## src/rtl/byte_serializer.sv

```systemverilog
// Parallel-in, LSB-first serial-out transmitter paced by an external bit strobe.
// A one-word holding register lets the next word follow the current one with no idle bit slots.
module byte_serializer #(
  parameter int W = 8
) (
  input  logic         clk,
  input  logic         rst,
  input  logic [W-1:0] din,
  input  logic         load,
  output logic         ready,
  input  logic         en,
  output logic         so,
  output logic         so_valid,
  output logic         last,
  output logic         busy
);

  localparam int CNT_W = (W > 1) ? $clog2(W) : 1;
  localparam logic [CNT_W-1:0] CNT_LAST = CNT_W'(W - 1);

  // Handshake: a word is taken on a rising edge where load && ready; ready is
  // high exactly when the holding register is empty, and load is ignored otherwise.
  typedef enum logic {
    IDLE  = 1'b0,
    SHIFT = 1'b1
  } state_e;

  state_e           state_q, state_d;
  logic [W-1:0]     hold_q, hold_d;
  logic             hold_full_q, hold_full_d;
  logic [W-1:0]     sh_q, sh_d;
  logic [CNT_W-1:0] cnt_q, cnt_d;

  logic active;
  logic accept;

  assign active = (state_q == SHIFT);
  assign accept = load && !hold_full_q;

  always_comb begin
    state_d     = state_q;
    hold_d      = hold_q;
    hold_full_d = hold_full_q;
    sh_d        = sh_q;
    cnt_d       = cnt_q;

    case (state_q)
      IDLE: begin
        if (hold_full_q) begin
          sh_d        = hold_q;
          cnt_d       = '0;
          hold_full_d = 1'b0;
          state_d     = SHIFT;
        end
      end
      SHIFT: begin
        if (en) begin
          if (cnt_q == CNT_LAST) begin
            cnt_d = '0;
            if (hold_full_q) begin
              // Chain straight into the buffered word so no bit slot is lost.
              sh_d        = hold_q;
              hold_full_d = 1'b0;
            end else begin
              sh_d    = sh_q >> 1;
              state_d = IDLE;
            end
          end else begin
            sh_d  = sh_q >> 1;
            cnt_d = cnt_q + 1'b1;
          end
        end
      end
      default: state_d = IDLE;
    endcase

    // Never overlaps a transfer out of the holding register since ready=0 then.
    if (accept) begin
      hold_d      = din;
      hold_full_d = 1'b1;
    end
  end

  always_ff @(posedge clk or posedge rst) begin
    if (rst) begin
      state_q     <= IDLE;
      hold_q      <= '0;
      hold_full_q <= 1'b0;
      sh_q        <= '0;
      cnt_q       <= '0;
    end else begin
      state_q     <= state_d;
      hold_q      <= hold_d;
      hold_full_q <= hold_full_d;
      sh_q        <= sh_d;
      cnt_q       <= cnt_d;
    end
  end

  assign ready    = !hold_full_q;
  assign busy     = active || hold_full_q;
  assign so       = active ? sh_q[0] : 1'b0;
  assign so_valid = en && active;
  assign last     = so_valid && (cnt_q == CNT_LAST);

endmodule

```

## config.mk

```make
export PLATFORM = sky130hd
export DESIGN_NAME = byte_serializer
export DESIGN_NICKNAME = d
export VERILOG_FILES = /design/src/rtl/byte_serializer.sv
export SDC_FILE = /design/constraint.sdc
export NUM_CORES = 1
export LEC_CHECK = 0
export CAP_MARGIN = 20
export CORE_MARGIN = 3
export CORE_UTILIZATION = 34
export CTS_BUF_LIST = sky130_fd_sc_hd__clkbuf_4 sky130_fd_sc_hd__clkbuf_8 sky130_fd_sc_hd__clkbuf_16
export DETAILED_ROUTE_END_ITERATION = 7
export DONT_BUFFER_PORTS = 1
export PLACE_DENSITY = 0.52
export SYNTH_ARGS = -nofsm -noshare
export SYNTH_HDL_FRONTEND = slang
export SYNTH_SLANG_ARGS = --single-unit
```

## constraint.sdc

```tcl
create_clock -name clk -period 1.8 [get_ports clk]
set_input_delay 0.36 -clock clk [delete_from_list [all_inputs] [get_ports clk]]
set_output_delay 0.36 -clock clk [all_outputs]
set_load 0.005 [all_outputs]
```

======== Word-level counts from Yosys, hierarchy flattened ========
Index checks and enable logic that the tools add are counted.
storage, ports and cells
  register bits after elaboration ......... 21
  latch bits .............................. 0
  memory bits (writable) .................. 0
  bits in read-only memories .............. 0
  bits of input ports ..................... 12
  output and inout port bits .............. 5
  word-level logic and storage cells ...... 37
  memories ................................ 0
cells by class
  $add $sub $neg .......................... 1
  multipliers ............................. 0
  div/mod/pow operators ................... 0
  $lt $le $gt $ge ......................... 0
  eq/ne operators ......................... 5
  shift-type cells ........................ 0
  muxes and demuxes ....................... 18
  bitwise gates (word level) .............. 1
  reduce and logical (&&, ||, !) cells .... 7
operators by type and width
  kind                 number
  $mux 8               4
  $pmux 8 s2           1
  $mux 3               3
  $mux 1               7
  $pmux 3 s2           1
  $ne 2x2->1 const B   2
  $pmux 1 s2           2
  $reduce_and 2->1     2
  $add 3x1->3 const B  1
  $eq 3x3->1 const B   1
  $logic_and 1x1->1    3
  $ne 3x1->1 const B   1
  $ne 3x2->1 const B   1
  $logic_not 1->1      1
  $logic_or 1x1->1     1
  $not 1->1            1

======== Longest topological paths before layout ========
  depth after elaboration ................. 5
  depth in mapped cells ................... 6
  mapped depth without buffers ............ 5

======== Least setup slack after synthesis ========
No wires, ideal clock.
  path type ............................... reg-to-reg
  start ................................... register cnt_q[0]
  end ..................................... register sh_q[0]
  library setup time ...................... 0.123 ns
  data arrival time ....................... 1.307 ns
  data required time ...................... 1.677 ns
  path slack .............................. 0.370 ns
  cell stages (with the launch flop) ...... 7
  path buffers ............................ 1
  period minus slack after synthesis ...... 1.430 ns
  cells stage by stage .................... dfrtp_1 > ha_1 > ha_1 > a21boi_2 > buf_6 > mux2i_1 > a21oi_1
on the way
  longest elaborated chain between the ends .. 4
RTL lines
  item                    RTL line  RTL
  from (decl)             32        logic [CNT_W-1:0] cnt_q, cnt_d;
  from (signal assigned)  96        cnt_q <= cnt_d;
  $eq 3x3->1              58        if (cnt_q == CNT_LAST) begin
  $mux 8                  58
  $mux 8                  57        if (en) begin
  $pmux 8 s2              47        case (state_q)
  to (signal assigned)    89        sh_q <= '0;
  to (signal assigned)    95        sh_q <= sh_d;
  to (decl)               31        logic [W-1:0] sh_q, sh_d;
No other way between the ends. The select of a mux whose other input is x is not followed.
A chain may end at the register's enable or synchronous reset.

======== Final worst setup path ========
  start ................................... register cnt_q[0]
  end ..................................... output port last
on the way
  longest elaborated chain between the ends .. 2
RTL lines
  item               RTL line  RTL
  $eq 3x3->1         104       assign last = so_valid && (cnt_q == CNT_LAST);
  $logic_and 1x1->1  104
  to (decl)          14        output logic last,
No other way between the ends.

==> metrics.yaml <==
floorplanning:
  die_x_um: 58.9
  initial_utilization_pct: 37.0
  fp.dieH_um: 58.9
  num_rows: 18
  ioPinCount: 17
  dieArea_mm2: 0.00347
  core-area_mm2: 0.00257
synthesis:
  syn_area_per_cell_um2: 12.2
  synth_cell_types: 20
  seq_area_frac_synth_pct: 55.3
  yosys_warnings: 0
  ys_ff_latch: 21
  synth_nets: 93
  syn_inst: 78
  syn-cell-area_um2: 951
pwr:
  combPwrFrac_pct: 30.0
  p_leak_nw: 0.495
  power-per-cell-area_mw_per_mm2: 1460
  p_sw_share_pct: 30.4
  power_switching_w: 0.000451
  ir_worst_vdd_uv: 554
  clkPwrFrac_pct: 16.1
  power_frac_seq_pct: 53.9
  p_int_w: 0.00103
route:
  antenna_left: 0
  detail_route.wl_per_cell_um: 13.3
  routed_wl_um: 1490
  vias: 546
  viasPerCell: 4.88
  drt_drc_violations_left: 0
  drt-initial-drc-count: 7
  dr.pass1.iters: 3
worst_setup_path:
  startpoint: "cnt_q[0]"
  cp-start-kind: "flip-flop"
  cp.required_ps: 1440
  ff2ff_path_depth: 6
  crit_path_end_kind: "output pin"
  crit_end: "last"
  crit_type: "reg -> out"
  arrival_ps: 1320
  path_max_fanout: 3
  r2r-end: "sh_q[5]"
  r2r_slack_ps: 230
  reg2reg_from: "cnt_q[0]"
global_routing:
  antenna_found_initial: 0
  grt_pass1_wl_um: 2580
  grt_max_degree: 22
  grtUsageTotal_pct: 10.1
  grt_pass1_vias: 584
  grt-ovfl-total: 0
sta:
  tightest_slew_ps: 262
  hold_viol: 0
  relSlewSlack_pct: 82.5
  setup_violations: 0
  period_needed_ps: 1680
  slew_violations: 0
  tns_ps: 0
  period_share_pct: 93.3
  fmax_mhz: 596
  grt_setup_unrepaired: "no"
  clock_skew_ps: 9.42
clock_network:
  post_cts_resized: 0
  cts_made_buffers: 3
  clk_pin_slew_ps: 120
  clk_latency_ps: 300
  clk_path_buf_depth: 2
  cts_tree: "built"
  cts.sinks: 21
  hold_buffers: 1
  post-cts-setup-buffer-count: 0
  htreeDepth: 1
  cts_root_buf: "clkbuf_4"
final_layout:
  antenna_cells: 0
  drive_gt1_share_pct: 20.7
  layout.cells.most_common: "dfrtp_1"
  stdcell_count: 112
  final_cell_mix: "21 x dfrtp_1, 9 x mux2_2, 8 x a21oi_1"
  syn_to_final_growth_pct: 7.11
  nets: 98
worst_hold_path:
  hold_path_class: "in -> reg"
place:
  gp_congestion: 0.732
  place_inst: 107
  port_buffers: 0
  dp_hpwl_um: 1070
status:
  status: "completed"
flow_run:
  drv_cap: 0
through the flow:
stage / worst slack, ps / utilization (%) / total power, W / hold slack [ps] / cell area (um2)
2_1_floorplan: 370 / - / 0.00117 / 337 / 951
3_3_place_gp: 270 / 38.1 / 0.00126 / 300 / 978
3_5_place_dp: 252 / 38.1 / 0.00127 / 301 / 978
4_1_cts: 102 / 39.7 / 0.00151 / 189 / 1020
5_1_grt: 45.3 / 39.7 / 0.00162 / 176 / 1020
6_report: 121 / 39.7 / 0.00148 / 200 / 1020
state kept, by name, indices dropped and copies added (netlist names):
signal and cells:
hold_q 8, cnt_q 3, sh_q 8, active 1, hold_full_q 1
power by group through the flow:
| stage | sequential [W] | combinational [W] | clock, W |
|---|---|---|---|
| after global routing | 0.000831 | 0.000509 | 0.000277 |
| after floorplan | 0.000774 | 0.000400 | 0 |
| final | 0.000799 | 0.000445 | 0.000239 |
| after detailed placement | 0.000814 | 0.000453 | 0 |
| after CTS | 0.000803 | 0.000455 | 0.000251 |
| after global placement | 0.000815 | 0.000444 | 0 |
layout make-up:
type	instances	area, um2
clock buffers	4	30.0
inverters	3	11.3
fillers	266	1550
multi-input cells	50	382
repair buffers	4	32.5
flip-flops and latches	21	526
well taps	30	37.5
synth_stat cells:
cell type	n	area [um2]
a21oi_1	8	40.0
and2_1	3	18.8
dfrtp_1	21	526
buf_6	2	22.5
o21ai_0	2	10.0
nand2_1	3	11.3
inv_1	3	11.3
ha_1	3	37.5
clkbuf_2	1	5.00
nor2b_1	1	6.26
mux2_2	9	101
o21bai_1	1	7.51
o21a_1	1	7.51
and3_1	1	6.26
buf_2	1	5.00
nor2_1	7	26.3
a22o_1	2	17.5
a32o_1	1	10.0
a21boi_2	1	11.3
mux2i_1	7	70.1
cell families (layout without fill, tap and decap cells):
kind of cell	count (synthesis)	count (layout)	share of synthesized area (%)
AND/OR/NAND/NOR	15	15	7.24
multiplexers	16	16	18.0
flip-flops	21	21	55.3
AO/OA/AOI/OAI	16	16	10.9
buffers and inverters	7	11	4.60
adder cells (fa/ha/maj)	3	3	3.95
routing by layer:
layer	share of wire, %	vias up	wire length, um	global-route usage, %
met1	50	257	739	13.4
met3	4.6	2	68	2.63
met4	1.0	0	15	5.83
met5	0	-	0	0
met2	45	10	664	14.8
li1	-	277	-	-
worst min path at each step:
stage,from,endpoint,slack [ps],depth (start not counted)
2_1_floorplan,rst,active,340,1
6_report,din[7],hold_q[7],200,1
5_1_grt,din[6],hold_q[6],180,1
3_3_place_gp,rst,hold_q[2],300,2
3_5_place_dp,rst,hold_q[2],300,2
4_1_cts,din[7],hold_q[7],190,1
critical path, cell delays in order, from the launching register on:
cell and delay, ps:
dfrtp_1 410, ha_1 220, ha_1 220, and3_1 170
No activity file was read; power rests on OpenSTA's default activity.
